<file path="src/rtl/mvu_requant_axi.sv">
// Per-channel bias add, arithmetic right shift and saturation of PE-lane accumulator beats.
// 2-cycle latency, 1 beat/cycle; stalls propagate back when both stages are full. Define MVU_REQUANT_ROUND_EN for round-half-up.
module mvu_requant_axi #(
  parameter int MH            = 64,
  parameter int PE            = 4,
  parameter int ACCU_WIDTH    = 16,
  parameter int BIAS_WIDTH    = 16,
  parameter int SHIFT         = 4,
  parameter int OUT_WIDTH     = 8,
  parameter int SIGNED_OUTPUT = 1,
  localparam int IW = (PE*ACCU_WIDTH+7)/8*8,
  localparam int OW = (PE*OUT_WIDTH+7)/8*8,
  localparam int AW = (MH > 1) ? $clog2(MH) : 1
) (
  input  logic                  ap_clk,
  input  logic                  ap_rst_n,
  input  logic [IW-1:0]         s_axis_tdata,
  input  logic                  s_axis_tvalid,
  output logic                  s_axis_tready,
  output logic [OW-1:0]         m_axis_tdata,
  output logic                  m_axis_tvalid,
  input  logic                  m_axis_tready,
  input  logic                  cfg_we,
  input  logic [AW-1:0]         cfg_addr,
  input  logic [BIAS_WIDTH-1:0] cfg_data
);

  localparam int FOLDS = MH / PE;
  localparam int FW    = (FOLDS > 1) ? $clog2(FOLDS) : 1;
  localparam int SW    = ACCU_WIDTH + 2;
  localparam logic signed [SW-1:0] HI = (SIGNED_OUTPUT != 0) ? SW'((2**(OUT_WIDTH-1))-1) : SW'((2**OUT_WIDTH)-1);
  localparam logic signed [SW-1:0] LO = (SIGNED_OUTPUT != 0) ? -SW'(2**(OUT_WIDTH-1)) : '0;
`ifdef MVU_REQUANT_ROUND_EN
  localparam logic signed [SW-1:0] RND = (SHIFT > 0) ? SW'((2**SHIFT)/2) : '0;
`else
  localparam logic signed [SW-1:0] RND = '0;
`endif

  logic [BIAS_WIDTH-1:0]  r_bias [MH];
  logic [FW-1:0]          r_fold;
  logic                   r_s1_vld;
  logic signed [SW-1:0]   r_s1_sum [PE];
  logic                   r_s2_vld;
  logic [OW-1:0]          r_s2_dat;

  logic                   w_en;
  logic                   w_s_rdy;
  logic                   w_s_hs;
  logic signed [SW-1:0]   w_sum [PE];
  logic signed [SW-1:0]   w_sh  [PE];
  logic [OW-1:0]          w_out;

  assign w_en          = !r_s2_vld || m_axis_tready;
  assign w_s_rdy       = w_en || !r_s1_vld;
  assign w_s_hs        = s_axis_tvalid && w_s_rdy;
  assign s_axis_tready = w_s_rdy;
  assign m_axis_tvalid = r_s2_vld;
  assign m_axis_tdata  = r_s2_dat;

  // Bias RAM is deliberately unreset; a write lands after this cycle's read, so a same-cycle beat sees the old value.
  always_ff @(posedge ap_clk) begin
    if (cfg_we && (int'(cfg_addr) < MH)) begin
      r_bias[cfg_addr] <= cfg_data;
    end
  end

  always_comb begin
    for (int p = 0; p < PE; p++) begin
      w_sum[p] = SW'($signed(s_axis_tdata[p*ACCU_WIDTH +: ACCU_WIDTH]))
               + SW'($signed(r_bias[AW'(int'(r_fold)*PE + p)]));
    end
  end

  always_comb begin
    w_out = '0;
    for (int p = 0; p < PE; p++) begin
      w_sh[p] = (r_s1_sum[p] + RND) >>> SHIFT;
      if (w_sh[p] > HI) begin
        w_out[p*OUT_WIDTH +: OUT_WIDTH] = HI[OUT_WIDTH-1:0];
      end else if (w_sh[p] < LO) begin
        w_out[p*OUT_WIDTH +: OUT_WIDTH] = LO[OUT_WIDTH-1:0];
      end else begin
        w_out[p*OUT_WIDTH +: OUT_WIDTH] = w_sh[p][OUT_WIDTH-1:0];
      end
    end
  end

  always_ff @(posedge ap_clk or negedge ap_rst_n) begin
    if (!ap_rst_n) begin
      r_fold <= '0;
    end else if (w_s_hs) begin
      r_fold <= (int'(r_fold) == FOLDS-1) ? '0 : r_fold + 1'b1;
    end
  end

  always_ff @(posedge ap_clk or negedge ap_rst_n) begin
    if (!ap_rst_n) begin
      r_s1_vld <= 1'b0;
      for (int p = 0; p < PE; p++) begin
        r_s1_sum[p] <= '0;
      end
    end else if (w_s_rdy) begin
      r_s1_vld <= s_axis_tvalid;
      if (s_axis_tvalid) begin
        for (int p = 0; p < PE; p++) begin
          r_s1_sum[p] <= w_sum[p];
        end
      end
    end
  end

  always_ff @(posedge ap_clk or negedge ap_rst_n) begin
    if (!ap_rst_n) begin
      r_s2_vld <= 1'b0;
      r_s2_dat <= '0;
    end else if (w_en) begin
      r_s2_vld <= r_s1_vld;
      if (r_s1_vld) begin
        r_s2_dat <= w_out;
      end
    end
  end

endmodule

</file>
<file path="config.mk">
export PLATFORM = sky130hd
export DESIGN_NAME = mvu_requant_axi
export DESIGN_NICKNAME = d
export VERILOG_FILES = /design/src/rtl/mvu_requant_axi.sv
export SDC_FILE = /design/constraint.sdc
export NUM_CORES = 1
export LEC_CHECK = 0
export BUFFER_PORTS_ARGS = -buffer_cell sky130_fd_sc_hd__buf_2
export CAP_MARGIN = 40
export CORE_UTILIZATION = 50
export DETAILED_ROUTE_END_ITERATION = 10
export PLACE_DENSITY = 0.75
export SYNTH_ARGS = -nofsm -noshare
export SYNTH_HDL_FRONTEND = slang
export SYNTH_SLANG_ARGS = --single-unit
</file>
<file path="constraint.sdc">
create_clock -name ap_clk -period 6.21 [get_ports ap_clk]
set_input_delay 0.3105 -clock ap_clk [delete_from_list [all_inputs] [get_ports ap_clk]]
set_output_delay 0.3105 -clock ap_clk [all_outputs]
set_load 0.01 [all_outputs]
</file>
# Word-level counts from Yosys, hierarchy flattened
# Memories as Yosys holds them, arrays and structs flattened.
# Index checks and enable logic that the tools add are counted.
# word_totals
register_bits,106
ram_bits,1024
input_bits,91
output_inout_bits,34
mem_count,1
# classes
add_sub_neg,8
magnitude_cmp,8
n_eq_ne,1
mux,11
n_reduce_logical,7
# mem_list
memory,words,width,read_ports,rd_clocked_by_memory_dff,write_ports,line,source
r_bias,64,16,4,0,1,39,logic [BIAS_WIDTH-1:0] r_bias [MH];
# op_table
operator,n
16-bit by 16-bit adder with 17-bit output,4
8-bit two-way mux,8
13-bit by 8-bit greater-than comparator with 1-bit output (second input constant),4
13-bit by 8-bit less-than comparator with 1-bit output (second input constant),4
6-bit by 2-bit adder with 6-bit output (second input constant),2
6-bit by 1-bit adder with 6-bit output (second input constant),1
4-bit by 1-bit adder with 4-bit output (second input constant),1
4-bit by 1-bit equality test with 1-bit output (second input constant),1
4-bit two-way mux,1
2-bit AND reduction,2
1-bit logical NOT,2
1-bit logical OR,2
1-bit two-way mux,2
1-bit logical AND,1

# Depth between registers and ports, before layout
# Gate-level depths: netlist of run 1.
# depth
word_depth,4
depth_mapped,17
mapped_depth_nobuf,11

# Least setup slack after synthesis of run 1
# No wires, ideal clock.
# synth_path
kind,register to register
from,reg r_fold[0]
to,reg r_s1_sum[50] in the netlist's numbering
setup_ns,0.095
arrival_time_ns,4.199
required_time_ns,6.115
setup_slack_ns,1.916
path_stages_with_launch,15
n_path_buf,3
synth_period_minus_slack_ns,4.294
cell_sequence,dfrtp_1 -> buf_6 -> clkbuf_1 -> clkbuf_1 -> mux4_2 -> mux4_2 -> ha_1 -> nand3_1 -> a211o_1 -> o31ai_1 -> o21ai_2 -> a221oi_2 -> or2_2 -> nor4_1 -> o31ai_1
# synth_between
elab_chain_len,3
# synth_rtl
item,line,source
"start, declared",40,logic [FW-1:0] r_fold;
"start signal, assigned",92,r_fold <= (int'(r_fold) == FOLDS-1) ? '0 : r_fold + 1'b1;
6-bit by 1-bit adder with 6-bit output,70,+ SW'($signed(r_bias[AW'(int'(r_fold)*PE + p)]));
memory 64 x 16 bit,--,
16-bit by 16-bit adder with 17-bit output,70,
"end signal, assigned by index",106,r_s1_sum[p] <= w_sum[p];
"end, declared",42,logic signed [SW-1:0] r_s1_sum [PE];
# No other way between the ends.
# A chain may end at the register's enable or synchronous reset.

# Worst setup path after layout of run 1
# layout_path
from,reg r_fold[0]
to,reg r_s1_sum[14] in the netlist's numbering
# layout_between
elab_chain_len,3
# layout_rtl
item,line
6-bit by 2-bit adder with 6-bit output,70
memory 64 x 16 bit,--
16-bit by 16-bit adder with 17-bit output,70
# No other way between the ends.

==> results.md, run 1 <==
Hold path:
- Counting instances, the worst hold path has a depth of 1.
- The min-delay analysis places its worst path in the category primary input to flip-flop.
- In this run the most critical hold path is launched from cfg_data[2].
- The hold-critical path endpoint is r_bias[5][2].

Timing:
- Of the available clock period, the critical path in the final layout requires 73.4%.
- The number of setup violations in the final report is 0.
- Headroom to the max-slew limit came out at 39.6%.
- The number of pins with negative max-slew slack in the final report is 0.
- Setup repair after global routing left no endpoint under its margin.
- The final total negative setup slack is 0 ns.
- The final hold violation count is 0.
- On the final layout, the worst clock skew is 0.0219 ns.
- The smallest clock period supported by the final layout is computed as 4.56 ns.
- Derived from the worst setup path, the maximum achievable clock frequency is 219 MHz.
- The transition at the pin with the smallest max-transition slack is 0.896 ns.

Global routing:
- The initial antenna violation count is 9.
- The first global-routing pass estimated 153000 um of wire.
- The total congestion overflow is 0.
- Across every metal layer, demand over resource in global routing totals 23.3%.
- The number of global-route vias before repair is 23316.
- The largest net degree at the start of global routing is 81.

Detailed routing:
- The total wirelength of the detailed-routed design is 104000 um.
- The first routing iteration left 2695 violations.
- The antenna violation net count after detailed routing is 0.
- In the routed design, unresolved DRC markers number 0.
- The detailed-route wire length per cell is 28.2 um.
- The total via count in the routed design is 22922.
- The via count normalized by instance count is 6.20.
- The first detailed-routing pass ran for 7 iterations.

CTS:
- Clock-pin slew was measured on the worst setup and hold paths at 0.06 ns.
- The total of hold buffers inserted after clock tree synthesis is 5.
- In this run the deepest clock path goes through 3 buffers.
- The insertion delay to the later sink of the worst-skew pair is 0.66 ns.
- CTS built an H-tree with a depth of 3.
- The clock tree from TritonCTS is yes.
- The clock drives 1114 sinks.
- TritonCTS created 107 clock buffers.
- The number of buffers added for setup after CTS is 0.
- After clock tree synthesis, the repair step resized 0 gates.
- The tree is rooted in a clkbuf_16.

Logic synthesis:
- In the synthesized netlist, the cells that appear most often are edfxtp_1, mux4_2, nand2_1, o21ai_0, dfrtp_1.
- The post-synthesis cell area is 0.0447 mm2.
- The most instantiated library cell after synthesis is edfxtp_1.
- The number of warnings issued by yosys is 0.
- Counting flops and latches in the post-synthesis netlist gives 1114.
- Synthesis produced 2200 cells.
- The synthesized area divided by synthesized cell count is 20.3 um2.
- The number of unique standard cell types used by synthesis is 65.
- The net count of the mapped netlist is 2352.
- edfxtp_1 takes more of the synthesized area than any other cell.
- The fraction of synthesized cell area taken by the top area cell type is 68.9%.
- The number of enable-type register cells in the synthesized netlist is 1024.
- The prevailing post-synth register cell is edfxtp_1.
- In the synthesized netlist the async set-or-reset flop fraction comes to 8.08%.
- For this run, the register share of the synthesized area comes to 73.9%.
- By area the synthesized netlist is led by edfxtp_1, mux4_2, dfrtp_1, ha_1, o21ai_0.

Final layout:
- The proportion of layout cells with a drive suffix above 1 is 28.4%.
- For this run, the post-layout net count is 2595.
- Relative to the synthesized area, the layout overhead comes to 13.6%.
- Once layout is complete, the cells apart from fillers number 3700.
- The area taken by multi-input logic gates is 0.0112 mm2.
- After filler insertion, the fill cell instance count of the layout stands at 6282.
- The register cell area after layout is 0.0330 mm2.

Setup path:
- At the worst endpoint, the required time is 6.75 ns.
- The number of buffer and inverter stages on the critical path is 1.
- The peak fanout along the critical path is 32.
- The critical path data arrival time is 5.10 ns.
- The library cell contributing the largest single delay on the critical path is dfrtp_4.
- Counting cells, the worst reg-to-reg path comes to 11.
- The sort of element at the start of the critical path is a flip-flop.
- The endpoint identified for the worst register-to-register timing path is r_s1_sum[14].
- The worst register-to-register path begins at r_fold[0].
- The stage delay of the slowest cell on the critical path is 0.74 ns.
- Traced cell by cell, the critical path runs through buf_4, mux4_2, mux4_2, ha_1, a21o_1, a31o_2, a21oi_1, o21ai_0, a221oi_2, nor4b_1, a211o_1.
- The setup check on the worst reg-to-reg path leaves a slack of 1.65 ns.
- The cell type with the highest occurrence count on the critical path is mux4_2.
- The dominant delay contributor by cell family on the critical path is compound AO/OA/AOI/OAI gates.
- STA classifies the critical path endpoint as a flip-flop.
- The critical path start-end classification is flip-flop to flip-flop.

Placed design:
- Summed over all nets, the half-perimeter wirelength after detailed placement is 60900 um.
- At the end of routability-driven placement, the weighted congestion stood at 0.867.
- The number of buffers inserted by port buffering is 124.
- Once placement completed, the tool counted placed cells totaling 3490.

Die:
- The floorplan step set the die height to 301 um.
- The starting density of the core is 50.5%.
- The die is 301 um wide.
- The floorplan has 109 rows.
- The die covers 0.0905 mm2.
- The core region is 0.0884 mm2.
- The boundary pin count is 125.

Pwr:
- The ratio of total power to cell area is 421 mW/mm2.
- The maximum resistive drop on vdd is 0.328 mV.
- The analysis attributes to cell leakage a power of 16.8 nW.

Run status:
- The flow ran to the end, and the final reports show no timing, DRC or antenna violations.

Run:
- The count of max-cap constraint violations is 0.
[through the flow]
stage | hold slack (ns) | setup slack, ns | utilization [%] | power, W | area (um2)
2_1_floorplan | 0.0149 | 1.92 | - | 0.0135 | 44700
3_3_place_gp | 0.254 | 1.29 | 53.3 | 0.0150 | 47100
3_5_place_dp | 0.260 | 1.69 | 53.6 | 0.0153 | 47300
4_1_cts | 0.0163 | 1.63 | 57.4 | 0.0214 | 50700
5_1_grt | 0.0368 | 1.33 | 57.4 | 0.0223 | 50700
6_report | 0.0473 | 1.65 | 57.4 | 0.0214 | 50700
[power by group]
group / switching, W / internal, W / total (W)
Combinational: 0.00337 / 0.00294 / 0.00630
Sequential: 0.000349 / 0.00854 / 0.00889
Clock: 0.00268 / 0.00348 / 0.00616
Total: 0.00640 / 0.0150 / 0.0214
[cell families after synthesis]
family | Yosys count | synth area share, %
AOI/OAI and AO/OA | 241 | 3.36
xor gates and xnor gates | 40 | 0.784
adders and majority gates | 61 | 1.71
buffers and inverters | 120 | 1.15
DFF | 1114 | 73.9
muxes | 332 | 16.0
and+or+nand+nor | 292 | 3.08
[state kept, by name, indices dropped and copies added (netlist names)]
| name | flops |
|---|---|
| r_fold | 4 |
| r_bias | 1024 |
| r_s1_sum | 52 |
| r_s1_vld | 1 |
| m_axis_tvalid | 1 |
| m_axis_tdata | 32 |
[cell type report]
| type | instances | area share [%] |
|---|---|---|
| diodes | 4 | 0.0197 |
| clock buffers | 142 | 5.72 |
| clock inverters | 55 | 0.792 |
| inverters | 15 | 0.116 |
| multi-input cells | 966 | 22.0 |
| flip-flops and latches | 1114 | 65.1 |
| well taps | 1165 | 2.87 |
| repair buffers | 239 | 3.37 |
[worst max-delay path by stage]
| stage | start | slack, ns | cells after the start | endpoint |
|---|---|---|---|---|
| finish | r_fold[0] | 1.65 | 11 | r_s1_sum[14] |
| global route | r_fold[0] | 1.33 | 12 | r_s1_sum[52] |
| CTS | r_fold[0] | 1.63 | 11 | r_s1_sum[14] |
| detailed placement | r_fold[0] | 1.69 | 11 | r_s1_sum[14] |
| global placement | r_fold[0] | 1.29 | 11 | r_s1_sum[14] |
| floorplan | r_fold[0] | 1.92 | 14 | r_s1_sum[50] |
[placed cells by master, fill, tap and decap left out, drive strengths merged, types with 5 or more instances in the layout]
cell type and instances:
edfxtp 1024, dlygate4sd3 5, ha 61, a211oi 6, buf 234, a221oi 5, nor2 78, nand2b 7
mux4 306, o21a 7, nand2 110, a21oi 42, xor2 17, bufinv 5, clkinv 41, o21ai 116
mux2i 22, inv 20, xnor2 23, nand3b 6, dfrtp 90, a21o 17, nor3b 7, a31oi 11
nand4 12, nand3 21, o31ai 5, clkbuf 142, nor2b 11, nor3 11
[layer usage]
metal | up-vias | track usage, % | part of all wire [%]
met5 | - | 0 | 0.077
met4 | 12 | 5.96 | 2.5
met3 | 195 | 5.48 | 8.9
met2 | 1112 | 37.7 | 49
met1 | 12018 | 32.2 | 40
li1 | 9585 | - | -
Note: power is estimated with default switching activity, not from simulation.
==> run 2, diff against run 1 <==
--- a/config.mk
+++ b/config.mk
@@ -5,11 +5,12 @@
 export SDC_FILE = /design/constraint.sdc
 export NUM_CORES = 1
 export LEC_CHECK = 0
+export ABC_AREA = 1
 export BUFFER_PORTS_ARGS = -buffer_cell sky130_fd_sc_hd__buf_2
 export CAP_MARGIN = 40
 export CORE_UTILIZATION = 50
 export DETAILED_ROUTE_END_ITERATION = 10
-export PLACE_DENSITY = 0.75
+export PLACE_DENSITY = 0.78
 export SYNTH_ARGS = -nofsm -noshare
 export SYNTH_HDL_FRONTEND = slang
 export SYNTH_SLANG_ARGS = --single-unit
==> constraint.sdc (replaced) <==
create_clock -name ap_clk -period 4.05 [get_ports ap_clk]
set_input_delay 0.2025 -clock ap_clk [delete_from_list [all_inputs] [get_ports ap_clk]]
set_output_delay 0.2025 -clock ap_clk [all_outputs]
set_load 0.01 [all_outputs]
==> results.md, run 2 <==
Setup path:
- Of all nets on the critical path, the largest fanout is 102.
- The critical path is of the flip-flop to flip-flop type.
- The worst register-to-register path has a depth of 16.
- STA classifies the critical path endpoint as a flip-flop.
- The end of the worst register-to-register path is r_s1_sum[15].
- The startpoint of the worst register-to-register path is r_fold[0].
- Data arrives at the worst endpoint at 4.26 ns.
- The worst-case register-to-register setup slack is 0.41 ns.
- The worst setup path startpoint is r_fold[0].
- The worst setup path is launched from a flip-flop.
- The endpoint of the most critical setup path is r_s1_sum[15].
- Data on the critical path is required at its endpoint by 4.67 ns.

Die:
- In this run the vertical extent of the chip is 306 um.
- The die extent in x is 306 um.
- The total number of placement rows is 111.
- The starting density of the core is 50.5%.
- The full die area is 0.0938 mm2.
- The boundary pin count is 125.
- The core region is 0.0917 mm2.

Final layout:
- After the last flow step, the layout net total stands at 4187.
- The register with the most flip-flops in the final layout is r_bias.
- The proportion of layout cells with a drive suffix above 1 is 11.1%.
- The most frequent standard cell in the layout excluding fill and tap cells is edfxtp_1.
- In the layout the commonest cells are edfxtp_1, nor2_1, o21ai_0.
- Relative to the synthesized area, the layout overhead comes to 13.5%.
- The register with the most flip-flops in the layout has 1024 of them.
- 0 antenna diodes ended up in the layout.

Pwr:
- The ratio of total power to cell area is 730 mW/mm2.
- The reported leakage power is 18.6 nW.
- The power consumption is 0.0384 W.
- The maximum resistive drop on vdd is 0.628 mV.

Timing:
- The setup clock skew after layout is 0.0270 ns.
- The final hold violation count is 0.
- The number of pins with negative max-slew slack in the final report is 0.
- The transition at the pin with the smallest max-transition slack is 0.944 ns.
- The number of setup violations in the final report is 0.
- The minimum period implied by the final worst setup slack is 3.64 ns.
- The worst path uses 89.8% of the clock period.
- Setup repair after global routing left no endpoint under its margin.
- Based on the critical path, the design can be clocked at up to 275 MHz.
- In this run the tightest slew margin relative to its limit is 37.0%.
- Setup total negative slack on the finished layout was measured at 0 ns.
- The worst slack on hold paths is 0.0276 ns.

CTS:
- Clock-pin slew was measured on the worst setup and hold paths at 0.07 ns.
- The tree built by TritonCTS fans out to 1114 sinks.
- The number of setup buffers added after CTS is 0.
- The H-tree generated during clock tree synthesis spans 3 levels.
- In this run, CTS created clock tree buffers numbering 109.
- The clock passes through at most 3 buffers.
- The clock tree from TritonCTS is yes.
- For the worst-skew pair, the clock arrives at the later sink with an insertion delay of 0.69 ns.
- The root cell of the clock tree is clkbuf_16.

Detailed routing:
- The detailed-route wire length per cell is 23.6 um.
- In this run, the number of DRC markers left after iteration 0 of detailed routing was 4561.
- For this block, the routed nets add up to 126000 um of wire.
- The remaining routing DRC violations is 0.
- Once detail routing completed, the nets flagged for antenna violations numbered 0.
- The number of optimization iterations in the first detailed-route pass is 7.
- Using the TritonRoute via totals, the vias-per-cell ratio works out to 6.09.
- Across all layers, the routed design uses 32382 vias.

Global routing:
- The initial antenna violation count is 3.
- The largest net degree at the start of global routing is 117.
- The global-route wire length before repair is 188000 um.
- The number of global-route vias before repair was 30564.
- Global routing used 26.5% of the available tracks.
- The total congestion overflow is 0.

Run status:
- The run finished with clean final reports.

Logic synthesis:
- The fraction of synthesized cell area taken by the top area cell type is 66.4%.
- The share of synthesized registers carrying an async set or reset is 8.08%.
- The share of the Yosys chip area taken by registers is 71.3%.
- The biggest area contributor in the post-synthesis netlist is edfxtp_1.
- The Yosys step of the flow raised 0 warnings.
- The register bit count reported by yosys is 1114.
- Among all cell types in the netlist, the one instantiated most often is edfxtp_1.
- The net count of the mapped netlist is 4017.
- The synthesized area divided by synthesized cell count is 12.0 um2.
- The number of unique standard cell types used by synthesis is 39.
- Yosys attributes the largest share of cell area to edfxtp_1, o21ai_0, nor2_1, dfrtp_1, nand2_1.
- The commonest cells after synthesis are edfxtp_1, nor2_1, o21ai_0.
- The cell area that synthesis handed to floorplanning was 0.0463 mm2.
- The prevailing post-synth register cell is edfxtp_1.
- Yosys mapped a number of flops with a built-in enable equal to 1024.
- Synthesis produced a netlist whose cell count is 3865.

Placed design:
- Port buffering added 124 buffers.
- The detailed placer's ending HPWL is 75800 um.
- The routability-driven placement congestion ratio is 0.935.

Hold path:
- The type of the most critical hold path is primary input to flip-flop.

Run:
- The tool flagged a number of max-cap violations equal to 0.
[run 2: routing by layer]
metal  vias to the layer above  global-route usage [%]  share of wire [%]
met5                         -                       0              0.027
met4                         4                    9.30                3.5
met3                       282                    4.98                 12
met2                      1968                    41.4                 46
met1                     15700                    37.5                 39
li1                      14428                       -                  -
[run 2: cells by family (layout without fill, tap and decap cells)]
kind of cell             after synthesis  count (layout)  synth area share (%)
AND/OR/NAND/NOR                     1390            1390                  12.0
adder cells (fa/ha/maj)               61              61                  1.65
flip-flops                          1114            1114                  71.3
buffers and inverters                349             611                  3.03
XOR/XNOR                              24              24                 0.454
AO/OA/AOI/OAI                        927             927                  11.6
[run 2: how the worst min path moves through the flow]
stage / from / end / slack, ns / cells past startpoint
finish: cfg_data[15] / r_bias[20][15] / 0.03 / 1
global route: cfg_data[15] / r_bias[12][15] / 0.02 / 1
CTS: s_axis_tdata[6] / r_s1_sum[60] / 0.002 / 4
detailed placement: ap_rst_n / r_s1_sum[48] / 0.34 / 1
global placement: ap_rst_n / r_s1_sum[49] / 0.34 / 1
floorplan: ap_rst_n / m_axis_tdata[0] / -0.09 / 0
[run 2: critical path: stages, from the launching register on]
cell,delay (ns)
dfrtp_4,0.54
buf_12,0.38
buf_4,0.37
o21ai_0,0.17
o22ai_1,0.22
nand2_1,0.09
nand3_1,0.12
ha_1,0.28
inv_1,0.11
o21ai_0,0.11
a31oi_1,0.25
nor2_1,0.08
a2111oi_0,0.40
nand2_1,0.12
nand2_1,0.07
nand3_1,0.07
nand2_1,0.09
[run 2: power breakdown]
part	leakage [nW]	switching, W	internal (W)	total (W)
Sequential	10.3	0.000353	0.0131	0.0135
Combinational	6.56	0.0101	0.00471	0.0148
Clock	1.72	0.00428	0.00583	0.0101
Total	18.6	0.0147	0.0236	0.0384
[run 2: final cells by class]
cell class	count	area, um2
fillers	7057	39100
flip-flops and latches	1114	33000
multi-input cells	2402	11900
clock buffers	140	2940
repair buffers	279	2080
well taps	1186	1480
clock inverters	63	641
inverters	129	505
[run 2: timing repair]
action | CTS | global route
hold buffers | 6 | 0
endpoints found under the setup margin | 0 | 1
hold endpoints to repair | 77 | 0
resized for setup | 0 | 1
[run 2: per-stage QoR]
step / setup slack (ns) / cells / area [um2] / utilization [%]
2_1_floorplan: 0.946 / 3865 / 46300 / -
3_3_place_gp: 0.506 / 5103 / 48900 / 53.3
3_5_place_dp: 0.449 / 5104 / 48900 / 53.4
4_1_cts: 0.423 / 5313 / 52500 / 57.3
5_1_grt: 0.0887 / 5313 / 52500 / 57.3
6_report: 0.412 / 5313 / 52500 / 57.3
